--- src/rtl/updown_mod_counter_pkg.sv ---
// Shared types and helpers for the up/down modulo counter.
// Saturating mode is selected by the UPDOWN_MOD_COUNTER_SAT_EN macro in the top level.
package counter_pkg;

  typedef enum logic {
    DIR_DOWN = 1'b0,
    DIR_UP   = 1'b1
  } dir_t;

  // Prescaler counter width; a single bit is kept even when PRESCALE is 1.
  function automatic int unsigned ps_width(input int unsigned prescale);
    if (prescale <= 1) begin
      return 1;
    end
    return $clog2(prescale);
  endfunction

  // Out-of-range load values land on the top of the count range.
  function automatic logic [31:0] clamp_load(input logic [31:0] val, input logic [31:0] mod);
    if (val >= mod) begin
      return mod - 32'd1;
    end
    return val;
  endfunction

endpackage

--- src/rtl/updown_mod_counter_prescaler.sv ---
// Enable-gated tick divider: emits a one-cycle tick every PRESCALE enabled cycles.
// With PRESCALE=1 the phase register is constant and tick follows en.
module counter_prescaler
  import counter_pkg::*;
#(
  parameter int unsigned PRESCALE = 1
) (
  input  logic clk,
  input  logic reset,
  input  logic en,
  input  logic clr,
  output logic tick
);

  localparam int unsigned     PS_W   = ps_width(PRESCALE);
  localparam logic [PS_W-1:0] PsLast = PS_W'(PRESCALE - 1);
  localparam logic [PS_W-1:0] PsOne  = PS_W'(1);

  logic [PS_W-1:0] r_phase;
  logic            w_last;

  assign w_last = (r_phase == PsLast);

  always_ff @(posedge clk or posedge reset) begin
    if (reset) begin
      r_phase <= '0;
    end else if (clr) begin
      r_phase <= '0;
    end else if (en) begin
      r_phase <= w_last ? '0 : r_phase + PsOne;
    end
  end

  assign tick = en & ~clr & w_last;

endmodule

--- src/rtl/updown_mod_counter.sv ---
// Synchronous up/down modulo counter with prescaler, parallel load, tc and wrap flags.
// Define UPDOWN_MOD_COUNTER_SAT_EN for saturating steps (wrap tied low).
module updown_mod_counter
  import counter_pkg::*;
#(
  parameter int unsigned WIDTH    = 4,
  parameter int unsigned MODULUS  = 16,
  parameter int unsigned PRESCALE = 1
) (
  input  logic             clk,
  input  logic             reset,
  input  logic             en,
  input  logic             up_dn,
  input  logic             load,
  input  logic [WIDTH-1:0] load_val,
  output logic [WIDTH-1:0] count,
  output logic             tc,
  output logic             wrap
);

  localparam logic [WIDTH-1:0] CntMax = WIDTH'(MODULUS - 1);
  localparam logic [WIDTH-1:0] CntOne = WIDTH'(1);

  logic [WIDTH-1:0] r_count;
  logic [WIDTH-1:0] w_count_d;
  logic [WIDTH-1:0] w_load_clamped;
  logic             w_tick;
  logic             w_at_bound;
  dir_t             w_dir;

  assign w_dir          = dir_t'(up_dn);
  assign w_load_clamped = WIDTH'(clamp_load(32'(load_val), 32'(MODULUS)));
  assign w_at_bound     = (w_dir == DIR_UP) ? (r_count == CntMax) : (r_count == '0);

  // A load also restarts the prescale phase.
  counter_prescaler #(
    .PRESCALE(PRESCALE)
  ) u_prescaler (
    .clk  (clk),
    .reset(reset),
    .en   (en),
    .clr  (load),
    .tick (w_tick)
  );

  always_comb begin
    w_count_d = r_count;
    if (load) begin
      w_count_d = w_load_clamped;
    end else if (w_tick) begin
      if (w_at_bound) begin
`ifdef UPDOWN_MOD_COUNTER_SAT_EN
        w_count_d = r_count;
`else
        w_count_d = (w_dir == DIR_UP) ? '0 : CntMax;
`endif
      end else begin
        w_count_d = (w_dir == DIR_UP) ? r_count + CntOne : r_count - CntOne;
      end
    end
  end

  always_ff @(posedge clk or posedge reset) begin
    if (reset) begin
      r_count <= '0;
    end else begin
      r_count <= w_count_d;
    end
  end

`ifdef UPDOWN_MOD_COUNTER_SAT_EN
  assign wrap = 1'b0;
`else
  logic r_wrap;
  logic w_wrap_d;

  assign w_wrap_d = ~load & w_tick & w_at_bound;

  always_ff @(posedge clk or posedge reset) begin
    if (reset) begin
      r_wrap <= 1'b0;
    end else begin
      r_wrap <= w_wrap_d;
    end
  end

  assign wrap = r_wrap;
`endif

  assign count = r_count;
  assign tc    = w_at_bound;

endmodule
--- config.mk ---
export PLATFORM = sky130hd
export DESIGN_NAME = updown_mod_counter
export DESIGN_NICKNAME = d
export VERILOG_FILES = /design/src/rtl/updown_mod_counter_pkg.sv /design/src/rtl/updown_mod_counter_prescaler.sv /design/src/rtl/updown_mod_counter.sv
export SDC_FILE = /design/constraint.sdc
export NUM_CORES = 1
export LEC_CHECK = 0
export BUFFER_PORTS_ARGS = -buffer_cell sky130_fd_sc_hd__buf_2
export CAP_MARGIN = 20
export CELL_PAD_IN_SITES_DETAIL_PLACEMENT = 1
export CELL_PAD_IN_SITES_GLOBAL_PLACEMENT = 2
export CORE_MARGIN = 5
export CORE_UTILIZATION = 23
export DETAILED_ROUTE_END_ITERATION = 10
export GPL_TIMING_DRIVEN = 1
export PLACE_DENSITY_LB_ADDON = 0.1
export SYNTH_ARGS = -nofsm -noshare
export SYNTH_HDL_FRONTEND = slang
export SYNTH_SLANG_ARGS = --single-unit
--- constraint.sdc ---
create_clock -name clk -period 1.4 [get_ports clk]
set_input_delay 0 -clock clk [delete_from_list [all_inputs] [get_ports clk]]
set_output_delay 0 -clock clk [all_outputs]
set_load 0.1 [all_outputs]
==> run_results.csv, run 1 <==
group,metric,value,unit
synthesis,synth-seq-area-share,33.2,%
clock_tree,cts_max_level,1,
setup_path,path_delay_family,"simple AND/OR/NAND/NOR gates",
placement,gp_congestion,0.767,
placement,place_inst,74,
floorplanning,rows,14,
global_route,grt_pass1_wl,2.06,mm
pwr,ir_worst_vdd,0.560,mV
placement,dp_hpwl,926,um
setup_path,slowest_stage,"or4_4",
synthesis,synth_top_area_share,33.2,%
timing,maxSlewViolCount,0,
synthesis,ys_ff_latch,5,
global_route,grt_remaining_overflow,0,
setup_path,crit_chain,"or4_4 > o21ai_4 > buf_12",
detailed_routing,wl_per_cell,13.3,um
setup_path,startpoint_type,"register",
floorplanning,start_util,24.7,%
synthesis,synth_largest_area_cell,"dfrtp_1",
placement,io_buffers,14,
timing,period_share,116,%
finish,final_cells,86,
clock_tree,cts-buffers-inserted,3,
synthesis,ys_types,21,
detailed_routing,vias,423,
setup_path,worstSetupPathDepth,3,
timing,hold_viol_final,0,
finish,n_antenna_cell,0,
detailed_routing,wirelength,1.15,mm
detailed_routing,drt_iter0_drc,7,
setup_path,cpPeakStageDelay,0.55,ns
finish,most-common-layout-cells,"13 x buf_2, 9 x buf_4, 4 x nand2_1, 4 x dlygate4sd3_1, 3 x clkbuf_4",
detailed_routing,drc,0,
finish,postLayoutCoreUtil,45.2,%
floorplanning,fp.dieW,50.5,um
setup_path,cp.required,1.40,ns
global_route,grt_pass1_vias,464,
min_path,hold_path_class,"input pin to register",
clock_tree,clk_latency,0.24,ns
clock_tree,clk_path_buf_depth,2,
timing,relSlewSlack,67.7,%
timing,finalSetupViolations,5,
pwr,leakage,0.313,nW
clock_tree,clock-root-buffer,"clkbuf_4",
detailed_routing,first_pass_iters,2,
outcome,status,"finished, violations left",
setup_path,cp_num_buf_inv,1,
synthesis,avgSynthCellArea,9.66,um^2
setup_path,criticalPathCategory,"register to output pin",
floorplanning,pin_count,15,
setup_path,end_kind,"output pin",
global_route,antenna_found_initial,0,
timing,fmax,0.614,GHz
timing,period_needed,1.63,ns
global_route,grt_max_degree,10,
timing,tightest_slew,0.488,ns
flow_run,maxCapViolCount,0,
setup_path,worst_ep_arrival_time,1.63,ns
floorplanning,coreArea,1520,um^2
synthesis,syn-cell-area,377,um^2
finish,area_growth,83.1,%
timing,grt_setup_unrepaired,"yes",
timing,fin_ws,-0.229,ns
detailed_routing,ant_nets,0,
outcome,violations,"setup timing",
finish,mostFrequentLayoutCell,"buf_2",
clock_tree,cts_tree,"yes",
timing,fin_skew,0.000972,ns
finish,seq_area,135,um^2
finish,fillCellCount,173,
pwr,total_power,0.000783,W
min_path,whs_path_depth,3,
floorplanning,die_h,50.5,um
global_route,grt.total_usage,10.7,%
synthesis,netlist_instances,39,
detailed_routing,routed_via_density,4.92,
pwr,power_density,1140,nW/um^2
floorplanning,dieArea,2550,um^2
synthesis,yosys_warnings,0,
synthesis,synth_fp_nets,51,
finish,drive_above_1_share,61.4,%
clock_tree,clkSlewWorstSetupHoldPaths,0.04,ns
finish,num-nets-final,83,
setup_path,critPathMaxFanout,3,
setup_path,rr_worst_depth,5,
clock_tree,cts_sinks,5,
finish,multi_input_area,297,um^2
synthesis,synth_area_leaders,"dfrtp_1 33%, ha_1 6.6%, o31ai_2 6.6%",
[worst reg2reg max path: cells and delay by family, from the launching register on]
family / cells / cell delay [ns]
simple gates: 2 / 0.65
flops: 1 / 0.46
buf+inv: 2 / 0.21
compound gates: 1 / 0.18
[metal layers]
| layer | wire length, um | up-vias | GRT usage [%] |
|---|---|---|---|
| met3 | 92 | 2 | 4.73 |
| met2 | 562 | 16 | 17.8 |
| met5 | 0 | - | 0 |
| met1 | 478 | 207 | 12.6 |
| li1 | - | 198 | - |
| met4 | 15 | 0 | 2.55 |
[metrics by stage]
step / hold slack (ns) / TNS [ns] / setup slack [ns] / area (um^2)
after floorplan: -0.222 / -1.93 / -0.700 / 402
after global placement: -0.0909 / -0.406 / -0.158 / 541
after detailed placement: -0.0904 / -0.480 / -0.182 / 541
after CTS: 0.00570 / -0.753 / -0.238 / 651
after global routing: 0.0160 / -1.01 / -0.267 / 689
final: 0.00316 / -0.733 / -0.229 / 689
[kinds of logic (layout without fill, tap and decap cells)]
| logic type | after synthesis | count (layout) | share of synthesized area, % |
|---|---|---|---|
| DFF | 5 | 5 | 33.2 |
| buffers and inverters | 3 | 34 | 4.98 |
| adders and majority gates | 3 | 3 | 12.0 |
| AOI/OAI and AO/OA | 11 | 11 | 20.9 |
| xor gates and xnor gates | 4 | 4 | 9.30 |
| and+or+nand+nor | 13 | 13 | 19.6 |
[cell type report]
class | count | share of cell area (%)
clock buffers | 4 | 3.81
well taps | 16 | 2.90
repair buffers | 28 | 29.6
flip-flops and latches | 5 | 19.6
multi-input cells | 31 | 43.0
inverters | 2 | 1.09
[worst paths after layout]
kind / startpoint / end / slack [ns]
min: load_val[3] / count[3]$_DFFE_PP0P_ / 0.003
max in group asynchronous: reset / count[1]$_DFFE_PP0P_ / 1.00
max: count[2]$_DFFE_PP0P_ / tc / -0.23
min in group asynchronous: reset / count[2]$_DFFE_PP0P_ / 0.20
max reg2reg: count[2]$_DFFE_PP0P_ / wrap$_DFF_PP0_ / -0.17
min reg2reg: count[0]$_DFFE_PP0P_ / count[0]$_DFFE_PP0P_ / 0.73
[cells in the mapped netlist (all sizes together)]
cell,number
a211oi,1
a21o,1
a21oi,3
and2,1
and3,1
buf,1
dfrtp,5
fa,1
ha,2
inv,2
nand2,4
nand3,1
nor2,2
nor2b,1
nor3b,2
o21ai,4
o31ai,2
or4,1
xnor2,2
xor2,2
[timing repair]
item                       in CTS  in global routing
gates cloned                    0                  0
pin swaps                       4                  2
resized for setup               5                  3
hold endpoints to repair        8                  0
hold buffers                    4                  0
setup endpoints to repair       5                  5
setup buffers                   2                  2
[power breakdown]
group          internal (W)  leakage (nW)  switching [W]  total (W)
clock              0.000108        0.0150      0.0000591   0.000167
sequential         0.000169        0.0575      0.0000139   0.000183
combinational      0.000158         0.240       0.000275   0.000433
[registers in the layout, summed over array words and instances, names as in the netlist]
register  count
count         4
wrap          1
Note: power is estimated with default switching activity, not from simulation.
==> run 2: changes to the inputs <==
--- a/config.mk
+++ b/config.mk
@@ -5,12 +5,14 @@
 export SDC_FILE = /design/constraint.sdc
 export NUM_CORES = 1
 export LEC_CHECK = 0
+export ABC_AREA = 1
 export BUFFER_PORTS_ARGS = -buffer_cell sky130_fd_sc_hd__buf_2
 export CAP_MARGIN = 20
 export CELL_PAD_IN_SITES_DETAIL_PLACEMENT = 1
 export CELL_PAD_IN_SITES_GLOBAL_PLACEMENT = 2
+export CORE_ASPECT_RATIO = 0.9
 export CORE_MARGIN = 5
-export CORE_UTILIZATION = 23
+export CORE_UTILIZATION = 21
 export DETAILED_ROUTE_END_ITERATION = 10
 export GPL_TIMING_DRIVEN = 1
 export PLACE_DENSITY_LB_ADDON = 0.1
==> run 2 against run 1 <==
Compared with the run above: the flow still finishes with violations (setup timing); clock skew rose by 0.0010 ns; critical endpoint is now count[2]$_DFFE_PP0P_; global-route usage fell by 0.93 points; area after synthesis rose by 2.3%; non-clock buffer count fell by 7; highest routed layer unchanged; cell area fell by 8.0%; clock power barely moved; first-iteration DRC count fell by 86%; largest cell class unchanged; fmax rose by 11%.
==> run_results.csv, run 2 <==
group,metric,value,unit
detailed_routing,routed_via_density,4.19,
setup_path,ff2ff_setup_slack,-0.07,ns
pwr,leakage,0.330,nW
synthesis,synth_edf_count,0,
global_route,antenna_found_initial,0,
floorplanning,start_util,22.4,%
setup_path,endpoint,"count[2]$_DFFE_PP0P_",
outcome,status,"finished, violations left",
timing,fmax,0.680,GHz
clock_tree,cts_tree,"yes",
synthesis,synth_area_leaders,"dfrtp_1 32%, nand2_1 19%, inv_1 7.8%",
setup_path,rr_worst_depth,7,
setup_path,worstSetupPathDepth,7,
setup_path,cp_num_buf_inv,1,
min_path,hold_path_class,"input pin to register",
timing,hold_viol_final,0,
synthesis,synth_largest_area_cell,"dfrtp_1",
timing,fin_skew,0.00198,ns
synthesis,ys.flop_type,"dfrtp_1",
global_route,grt_remaining_overflow,0,
detailed_routing,wl_per_cell,10.9,um
finish,n_antenna_cell,0,
setup_path,reg2reg_from,"count[0]$_DFFE_PP0P_",
synthesis,netlist_instances,52,
global_route,grt_max_degree,7,
timing,fin_ws,-0.0713,ns
setup_path,critPathMaxFanout,3,
floorplanning,dieArea,2790,um^2
floorplanning,coreArea,1720,um^2
setup_path,startpoint_type,"register",
synthesis,yosysMostFrequentCell,"nand2_1",
clock_tree,clk_path_buf_depth,2,
global_route,grt_pass1_vias,434,
clock_tree,cts-buffers-inserted,3,
synthesis,ys_types,16,
clock_tree,cts_sinks,5,
setup_path,path_common_cell,"nand2_1",
synthesis,avgSynthCellArea,7.41,um^2
synthesis,yosys_warnings,0,
synthesis,yosys-top-cells-count,"20 x nand2_1, 8 x inv_1, 5 x dfrtp_1, 5 x nand3_1",
synthesis,syn-cell-area,385,um^2
detailed_routing,ant_nets,0,
finish,area_growth,64.6,%
finish,most-common-layout-cells,"20 x nand2_1, 13 x buf_2, 7 x inv_1",
finish,multi_input_area,255,um^2
finish,num-nets-final,90,
flow_run,maxCapViolCount,0,
setup_path,crit_chain,"buf_4 > fa_2 > xor2_1 > nand2_1 > nand2_1 > nand2_1 > nand3_1",
pwr,power_density,1160,nW/um^2
synthesis,ys_ff_latch,5,
detailed_routing,wirelength,1.10,mm
setup_path,cpPeakStageDelay,0.48,ns
setup_path,criticalPathCategory,"register to register",
setup_path,worst_ep_arrival_time,1.59,ns
floorplanning,pin_count,15,
synthesis,async_reset_ff_share,100,%
setup_path,end_kind,"register",
finish,mostFrequentLayoutCell,"nand2_1",
setup_path,worst_r2r_endpoint,"count[2]$_DFFE_PP0P_",
floorplanning,fp.dieW,55.2,um
pwr,ir_worst_vdd,0.338,mV
clock_tree,clock-root-buffer,"clkbuf_4",
timing,period_share,105,%
outcome,violations,"setup timing",
placement,dp_hpwl,929,um
finish,final_cells,101,
floorplanning,rows,14,
timing,tightest_slew,0.494,ns
setup_path,startpoint,"count[0]$_DFFE_PP0P_",
timing,period_needed,1.47,ns
setup_path,slowest_stage,"dfrtp_4",
synthesis,synth_top_area_share,32.5,%
detailed_routing,first_pass_iters,2,
detailed_routing,vias,423,
setup_path,cp.required,1.52,ns
placement,gp_congestion,0.672,
timing,relSlewSlack,67.3,%
finish,seq_area,140,um^2
clock_tree,cts_max_level,1,
clock_tree,clkSlewWorstSetupHoldPaths,0.04,ns
timing,hold_ws,0.0113,ns
synthesis,synth_fp_nets,64,
timing,grt_setup_unrepaired,"yes",
timing,finalSetupViolations,3,
floorplanning,die_h,50.6,um
finish,fillCellCount,233,
synthesis,synth-seq-area-share,32.5,%
finish,drive_above_1_share,44.2,%
placement,place_inst,91,
global_route,grt_pass1_wl,1.85,mm
global_route,grt.total_usage,9.78,%
clock_tree,clk_latency,0.24,ns
setup_path,path_delay_family,"flip-flops",
timing,maxSlewViolCount,0,
detailed_routing,drc,0,
finish,largest_register_ffs,4,
detailed_routing,drt_iter0_drc,1,
placement,io_buffers,14,
run 2: worst min path at each step:
stage | startpoint | to | slack [ns] | cells past startpoint
2_1_floorplan | reset | wrap$_DFF_PP0_ | -0.22 | 1
3_3_place_gp | reset | count[3]$_DFFE_PP0P_ | -0.08 | 2
3_5_place_dp | reset | wrap$_DFF_PP0_ | -0.09 | 2
4_1_cts | load_val[0] | count[0]$_DFFE_PP0P_ | 0.007 | 3
5_1_grt | load_val[3] | count[3]$_DFFE_PP0P_ | 0.02 | 3
6_report | load_val[3] | count[3]$_DFFE_PP0P_ | 0.01 | 3
run 2: repair_timing:
action | in CTS | in global routing
endpoints found under the hold margin | 7 | 0
hold buffers | 3 | 0
pin swaps | 1 | 1
endpoints found under the setup margin | 1 | 4
setup buffers | 2 | 1
gates resized for setup | 2 | 0
run 2: routing by layer:
layer	routed length (um)	global-route usage, %	vias up
li1	-	-	216
met3	92	5.92	2
met5	0	0	-
met4	16	3.64	0
met2	520	14.6	15
met1	472	11.3	190
run 2: through the flow:
stage	TNS, ns	setup slack [ns]	cell area, um^2	utilization, %	total power [W]
after floorplan	-0.219	-0.0808	423	-	0.000471
after global placement	0	0.0496	546	31.8	0.000551
after detailed placement	0	0.0390	546	31.8	0.000556
after CTS	-0.210	-0.0882	627	36.5	0.000750
after global routing	-0.431	-0.140	634	37.0	0.000799
final	-0.167	-0.0713	634	37.0	0.000738
run 2: area by class of cell:
class,instances,area share [%]
Timing Repair Buffer,21,23.5
Inverter,8,5.33
Clock buffer,4,4.14
Multi-Input combinational cell,39,40.2
Sequential cell,5,22.1
Tap cell,24,4.73
run 2: cell families after synthesis:
logic type | Yosys count | synth area share, %
AND/OR/NAND/NOR | 31 | 39.3
AO/OA/AOI/OAI | 4 | 6.49
buffers and inverters | 8 | 7.79
XOR/XNOR | 1 | 2.27
flip-flops | 5 | 32.5
adder cells (fa/ha/maj) | 3 | 11.7
run 2: power by group:
| group | switching [W] | internal, W |
|---|---|---|
| combinational | 0.000250 | 0.000116 |
| clock | 0.0000577 | 0.000108 |
| sequential | 0.0000331 | 0.000173 |
run 2: tightest hold or removal path, stage by stage:
cell,delay (ns)
buf_2,0.08
a22oi_1,0.07
nand2_1,0.07
